### src/rtl/fifo_wr_arbiter.sv
// Round-robin write-port arbiter in front of a synchronous FIFO.
// NUM_REQ valid/ready producers share one w_en/WR port; a granted producer
// keeps the port for up to BURST_MAX accepted beats, then the grant rotates.
module fifo_wr_arbiter #(
  parameter int NUM_REQ    = 4,
  parameter int ID_WIDTH   = 2,
  parameter int DATA_WIDTH = 4,
  parameter int BURST_MAX  = 4
) (
  input  logic                           clk,
  input  logic                           rst,
  input  logic [NUM_REQ-1:0]             req_valid,
  input  logic [NUM_REQ*DATA_WIDTH-1:0]  req_data,
  output logic [NUM_REQ-1:0]             req_ready,
  input  logic                           fifo_full,
  output logic                           fifo_w_en,
  output logic [DATA_WIDTH-1:0]          fifo_wr,
  output logic [ID_WIDTH-1:0]            grant_id,
  output logic                           busy
);

  localparam logic [0:0] IDLE  = 1'b0;
  localparam logic [0:0] GRANT = 1'b1;

  localparam logic [3:0]          LAST_BEAT  = 4'(BURST_MAX - 1);
  // Reset value of last_owner makes requester 0 the first one scanned.
  localparam logic [ID_WIDTH-1:0] START_LAST = ID_WIDTH'(NUM_REQ - 1);

  logic [0:0]            state;
  logic [ID_WIDTH-1:0]   owner;
  logic [ID_WIDTH-1:0]   last_owner;
  logic [3:0]            beat_cnt;

  logic                  owner_valid;
  logic [DATA_WIDTH-1:0] owner_data;
  logic [ID_WIDTH-1:0]   cand;
  logic [ID_WIDTH-1:0]   pick;
  logic                  found;
  logic                  xfer;

  // Select the current owner's valid bit and data word.
  always_comb begin
    owner_valid = 1'b0;
    owner_data  = '0;
    for (int i = 0; i < NUM_REQ; i++) begin
      if (owner == ID_WIDTH'(i)) begin
        owner_valid = req_valid[i];
        owner_data  = req_data[i*DATA_WIDTH +: DATA_WIDTH];
      end
    end
  end

  // Rotating priority scan starting just after the previous owner.
  always_comb begin
    pick  = '0;
    found = 1'b0;
    cand  = '0;
    for (int k = 1; k <= NUM_REQ; k++) begin
      cand = ID_WIDTH'((int'(last_owner) + k) % NUM_REQ);
      if (!found && req_valid[cand]) begin
        found = 1'b1;
        pick  = cand;
      end
    end
  end

  // Reset gates every strobe so nothing is written or accepted while rst is low.
  assign busy      = (state == GRANT);
  assign grant_id  = owner;
  assign xfer      = rst & busy & owner_valid & ~fifo_full;
  assign fifo_w_en = xfer;
  assign fifo_wr   = busy ? owner_data : '0;

  // Only the owner sees ready, and only while the FIFO has room.
  always_comb begin
    req_ready = '0;
    for (int i = 0; i < NUM_REQ; i++) begin
      req_ready[i] = rst & busy & (owner == ID_WIDTH'(i)) & ~fifo_full;
    end
  end

  // Grant FSM: IDLE arbitrates, GRANT counts beats until burst end or valid drop.
  always_ff @(posedge clk) begin
    if (!rst) begin
      state      <= IDLE;
      owner      <= '0;
      last_owner <= START_LAST;
      beat_cnt   <= '0;
    end else begin
      case (state)
        IDLE: begin
          if (found) begin
            owner    <= pick;
            beat_cnt <= '0;
            state    <= GRANT;
          end
        end
        GRANT: begin
          if (!owner_valid) begin
            last_owner <= owner;
            beat_cnt   <= '0;
            state      <= IDLE;
          end else if (xfer) begin
            if (beat_cnt == LAST_BEAT) begin
              last_owner <= owner;
              beat_cnt   <= '0;
              state      <= IDLE;
            end else begin
              beat_cnt <= beat_cnt + 4'd1;
            end
          end
        end
        default: state <= IDLE;
      endcase
    end
  end

endmodule
### config.mk
export PLATFORM = sky130hd
export DESIGN_NAME = fifo_wr_arbiter
export DESIGN_NICKNAME = d
export VERILOG_FILES = /design/src/rtl/fifo_wr_arbiter.sv
export SDC_FILE = /design/constraint.sdc
export NUM_CORES = 1
export LEC_CHECK = 0
export ABC_CLOCK_PERIOD_IN_PS = 1900
export CORE_MARGIN = 4
export CORE_UTILIZATION = 39
export CTS_CLUSTER_DIAMETER = 150
export DETAILED_ROUTE_END_ITERATION = 6
export PLACE_DENSITY = 0.77
export SLEW_MARGIN = 0
export SYNTH_ARGS = -nofsm -noshare
export SYNTH_HDL_FRONTEND = slang
export SYNTH_SLANG_ARGS = --single-unit
### constraint.sdc
create_clock -name clk -period 1.9 [get_ports clk]
set_input_delay 0.19 -clock clk [delete_from_list [all_inputs] [get_ports clk]]
set_output_delay 0.19 -clock clk [all_outputs]
set_load 0.1 [all_outputs]
After elaboration in Yosys (flattened, before gate mapping)
Index checks and enable logic that the tools add are counted.
Cells by class
  add/sub/neg operators: 5
  $lt $le $gt $ge: 4
  eq/ne operators: 8
  multiplexer cells: 38
  bitwise logic cells: 13
  reductions and logical operators: 10
Operator list (count)
  $mux W4: 9
  $mux W1: 16
  $mux W2: 7
  $lt A2 B3 Y1 const B: 4
  $and A1 B1 Y1: 11
  $bmux W1 S2: 4
  $pmux W4 S2: 1
  $add A2 B1 Y2 const B: 2
  $add A2 B2 Y2 const B: 2
  $add A4 B1 Y4 const B: 1
  $eq A2 B2 Y1 const B: 2
  $eq A4 B2 Y1 const B: 1
  $ne A2 B2 Y1 const B: 2
  $reduce_and A2 Y1: 2
  $logic_and A1 B1 Y1: 3
  $logic_not A1 Y1: 3
  $ne A3 B3 Y1 const B: 1
  $reduce_and A3 Y1: 1
  $eq A2 B1 Y1 const B: 1
  $logic_not A2 Y1: 1
  $ne A2 B1 Y1 const B: 1
  $not A1 Y1: 2
  $pmux W1 S2: 1
Storage, ports and cells
  flip-flop bits (word level): 9
  input bits: 23
  output and inout bits: 12
  word-level logic and storage cells: 82

Logic depth before layout (Yosys ltp)
  depth in word-level cells: 15
  depth in mapped cells: 5

Least setup slack after synthesis
No wires, ideal clock.
  path type: register -> output
  start: reg owner[1], in the netlist grant_id[1]
  end: out req_ready[2]
  arrival time: 3.484 ns
  setup slack: -1.774 ns
  stages on the path, launching flop included: 4
  path through: dfxtp_1 clkbuf_1 inv_1 nor3_1
On the way
  longest elaborated chain between the ends: 3
RTL lines
  start: declaration: RTL line 30  | logic [ID_WIDTH-1:0] owner;
  start signal: assignment: RTL line 93  | owner <= pick;
  $eq A2 B2 Y1: RTL line 78  | req_ready[i] = rst & busy & (owner == ID_WIDTH'(i)) & ~fifo_full;
  $and A1 B1 Y1 (2 in a row): RTL line 78
  end: declaration: RTL line 14  | output logic [NUM_REQ-1:0] req_ready,
No other way between the ends.

Worst setup path after layout
  start: reg owner[0], in the netlist grant_id[0]
  end: out fifo_w_en
On the way
  longest elaborated chain between the ends: 7
RTL lines
  $logic_not A2 Y1: RTL line 46  | if (owner == ID_WIDTH'(i)) begin
  $mux W1 (3 in a row): RTL line 46
  $mux W1 *: RTL line 46
  $and A1 B1 Y1 * (2 in a row): RTL line 70  | assign xfer = rst & busy & owner_valid & ~fifo_full;
  end: declaration: RTL line 16  | output logic fifo_w_en,
Mark *: on every way between the ends. The rest lies on a longest branch, timed or not.

==> results.txt <==
The run gives 81 as the post-synthesis cell count. The number of H-tree levels is 1. Walking the worst path, the cells encountered are mux4_2, and3_4, nor2b_4, buf_12. For the number of hold violations in the final report, the log shows 0. Dividing the detail-routed wire length by the instance count gives 15.1 um.

The run gives 0.837 as the final estimated routing congestion in global placement. Total detailed-routing wirelength: 2310 um. The clock tree skew after final layout is 4.04 ps, and the highest fanout seen on the critical path is 6.

The layout has 117 filler cells. TritonCTS created 3 clock buffers. The number of buffers and inverters on the critical path is 1, and the reported max-cap violation count is 0. The analysis attributes to cell leakage a power of 0.552 nW. The run gives 153 as the post-layout instance count excluding filler cells. For the pin with the worst max-slew slack, the measured transition is 280 ps. The final number of max-transition violations was 0. The worst-case IR drop observed on VDD is 499 uV. The slowest stage of the critical path is the sky130_fd_sc_hd__mux4_2 cell.

Including well taps, the total number of placed cells is 145. Timing would allow up to 532 MHz. For this run, the detailed router's first-pass iteration total came to 4.

The initial core utilization was 0.415; the number of distinct standard cells referenced by the synthesized netlist was 33. The area growth from synthesis to layout is 86.5%. The maximum number of pins on one net before global-route repair came out at 15. The kind of start point of the critical path is a flop. The tools report the worst slew margin relative to its limit as 0.815. Classification of the worst-slack hold path: flop to flop. During placement, the flow inserted port buffers numbering 34. The tools report the master cell of the clock root buffer as sky130_fd_sc_hd__clkbuf_4. Setup repair after global routing could not meet its margin everywhere. Length in cells of the worst reg-to-reg path: 4.

For the number of global-route vias before repair, the log shows 776. The final design instance area without fill was 1350 um^2; the hold path depth was 2. The logs give 0 for the initial antenna violation count and 0.186 for the global-route total usage across every layer. In this design, the stage delay of the slowest critical-path cell is 520 ps. The total area of sequential cells was 191 um^2; the core outline area was 1750 um^2.

The worst setup path is captured at an output pin. For this run, the number of Yosys warnings is 0. The minimum period implied by the final worst setup slack was 1880 ps; the sink count of the clock tree was 9.

The slack of the worst reg-to-reg path was 140 ps. The worst register-to-register path ends at busy$_SDFF_PN0_. In the final design database the tool counted 153 nets.

Grouping stages by cell kind, the critical path spends the most delay in multiplexers. The synthesized area per cell is 8.94 um^2, and the post-layout total power is 0.000793 W. The synthesized design contains 9 register bits. The tools report the final critical-path setup slack as 19.1 ps. The proportion of synthesized chip area in sequential cells was 0.249; the first-pass GRT wire length was 3640 um.

The die covers 2610 um^2. Clock-pin slew was measured on the worst setup and hold paths at 60 ps. TritonCTS built the clock tree.

The remaining global-route overflow is 0. The initialized floorplan defines 15 standard-cell rows. For the worst-skew pair, the clock arrives at the later sink with an insertion delay of 270 ps. The tools report the share of the core filled with cells in the final layout as 0.774. The worst slack at placement came out at 51.9 ps. For the worst setup path, the data arrival time is 1690 ps.

The post-route clock period utilization is 0.990, and the worst endpoint required time is 1710 ps. Dividing total power by cell area gives a power density of 587 nW/um^2. The maximum clock insertion buffer count was 2. Gates resized during post-CTS repair numbered 0.

For the post-placement cell area, the log shows 1290 um^2. The tools report the critical hold path startpoint as last_owner[0]$_SDFFE_PN1P_. By startpoint and endpoint, the worst setup path is classified as flop to output pin. The endpoint of the worst hold-timing path was last_owner[0]$_SDFFE_PN1P_.

The sum of net half-perimeters after detailed placement came out at 1830 um. For this block, the initial DRC count from the detailed router was 33. Setup violations remaining at the end of the flow were counted as 0.

In this run the remaining antenna-violating nets after routing total 0. The share of layout cells above drive strength 1 was 0.359. The worst register-to-register path begins at beat_cnt[0]$_SDFFE_PN0P_. The number of primary I/O pins is 35, and the quantity of hold-fixing buffers added after cts is 0.

The die width is 51.1 um, and the number of setup buffers added after CTS is 2. Vertical die dimension: 51.1 um. The number of nets handed over by synthesis was 105. Summing every instance area after synthesis gives 724 um^2.

The number of antenna cells inserted was 0; the via count normalized by instance count was 5.39. The flow ran to the end, and the final reports show no timing, DRC or antenna violations. The multi-input combinational cells in the finished layout cover a total of 568 um^2. Detailed routing inserted a total of 825 vias.

For the DRC violation count after routing, the log shows 0.
-- flip-flops by register name, indices dropped and copies added (netlist names) --
register / count
last_owner: 2
busy: 1
grant_id: 2
beat_cnt: 4
-- placed cells by master, fill, tap and decap left out, drive strengths merged, types with 2 or more instances in the layout --
cell           instances
a21oi                  4
a22o                   4
and2                   6
and3                   3
buf                   24
clkbuf                 4
clkdlybuf4s50         22
dfxtp                  9
inv                    3
mux4                   5
nand2                  8
nand2b                 3
nand3                  2
nor2                   4
nor2b                  3
nor3                   4
o21ai                  4
-- synth_stat cells --
library cell,count,area share
sky130_fd_sc_hd__a211oi_1,1,0.010
sky130_fd_sc_hd__a21bo_2,1,0.014
sky130_fd_sc_hd__a21boi_0,1,0.010
sky130_fd_sc_hd__a21oi_1,4,0.028
sky130_fd_sc_hd__a22o_1,4,0.048
sky130_fd_sc_hd__a311o_1,1,0.014
sky130_fd_sc_hd__and2_1,6,0.052
sky130_fd_sc_hd__and3_1,2,0.017
sky130_fd_sc_hd__and3_4,1,0.016
sky130_fd_sc_hd__buf_6,1,0.016
sky130_fd_sc_hd__clkbuf_1,3,0.016
sky130_fd_sc_hd__dfxtp_1,9,0.25
sky130_fd_sc_hd__ha_1,1,0.017
sky130_fd_sc_hd__inv_1,3,0.016
sky130_fd_sc_hd__mux2_2,1,0.016
sky130_fd_sc_hd__mux2i_1,1,0.014
sky130_fd_sc_hd__mux4_1,4,0.15
sky130_fd_sc_hd__mux4_2,1,0.031
sky130_fd_sc_hd__nand2_1,8,0.041
sky130_fd_sc_hd__nand2b_1,3,0.026
sky130_fd_sc_hd__nand3_1,2,0.014
sky130_fd_sc_hd__nand3b_1,1,0.010
sky130_fd_sc_hd__nand4b_1,1,0.012
sky130_fd_sc_hd__nor2_1,4,0.021
sky130_fd_sc_hd__nor2b_1,3,0.026
sky130_fd_sc_hd__nor3_1,4,0.028
sky130_fd_sc_hd__nor3b_1,1,0.010
sky130_fd_sc_hd__nor4_1,1,0.0086
sky130_fd_sc_hd__o211ai_1,1,0.010
sky130_fd_sc_hd__o21ai_0,4,0.028
sky130_fd_sc_hd__o221a_2,1,0.016
sky130_fd_sc_hd__o22ai_1,1,0.0086
sky130_fd_sc_hd__or4b_2,1,0.014
-- layer usage --
metal | vias up | part of all wire | track usage
li1 | 404 | - | -
met1 | 387 | 0.42 | 0.227
met2 | 32 | 0.52 | 0.333
met3 | 2 | 0.060 | 0.0554
met4 | 0 | 0.0022 | 0.0135
met5 | - | 0 | 0
-- cells by family after synthesis --
| kind of cell | Yosys count | synth area share |
|---|---|---|
| simple gates | 38 | 0.295 |
| compound gates | 19 | 0.187 |
| flops | 9 | 0.249 |
| buf+inv | 7 | 0.0466 |
| mux | 7 | 0.206 |
| fa+ha+maj | 1 | 0.0173 |
-- where the power goes --
part	internal, W	leakage (nW)	switching, W
logic	0.000184	0.462	0.000227
registers	0.000202	0.0755	0.0000300
clock network	0.0000810	0.0150	0.0000684
-- final cells by class --
cell class / count / share of cell area
clock buffer: 4 / 0.0194
sequential: 9 / 0.142
multi-input combinational: 65 / 0.420
timing repair buffer: 47 / 0.387
inverter: 3 / 0.00833
tap: 25 / 0.0231
-- worst reg2reg max path, stage by stage, from the launching register on --
cell and delay (ps):
sky130_fd_sc_hd__dfxtp_1 380, sky130_fd_sc_hd__ha_1 210, sky130_fd_sc_hd__or4b_2 620, sky130_fd_sc_hd__a21bo_2 270, sky130_fd_sc_hd__and3_1 170
-- how the worst max path moves through the flow --
stage,endpoint,slack [ps],cells after the start,startpoint
after floorplan,beat_cnt[1]$_SDFFE_PN0P_,-110,5,grant_id[0]$_SDFFE_PN0P_
after global placement,beat_cnt[2]$_SDFFE_PN0P_,100,5,req_valid[3]
after detailed placement,beat_cnt[2]$_SDFFE_PN0P_,50,5,req_valid[2]
after CTS,fifo_w_en,10,4,grant_id[0]$_SDFFE_PN0P_
after global routing,fifo_w_en,-50,4,grant_id[0]$_SDFFE_PN0P_
final,fifo_w_en,20,4,grant_id[0]$_SDFFE_PN0P_
-- metrics by stage --
stage / hold slack [ps] / setup TNS (ps)
2_1_floorplan: 424 / -361
3_3_place_gp: 487 / 0
3_5_place_dp: 494 / 0
4_1_cts: 515 / 0
5_1_grt: 539 / -46.8
6_report: 515 / 0
Power figures use the tool's default switching activity.
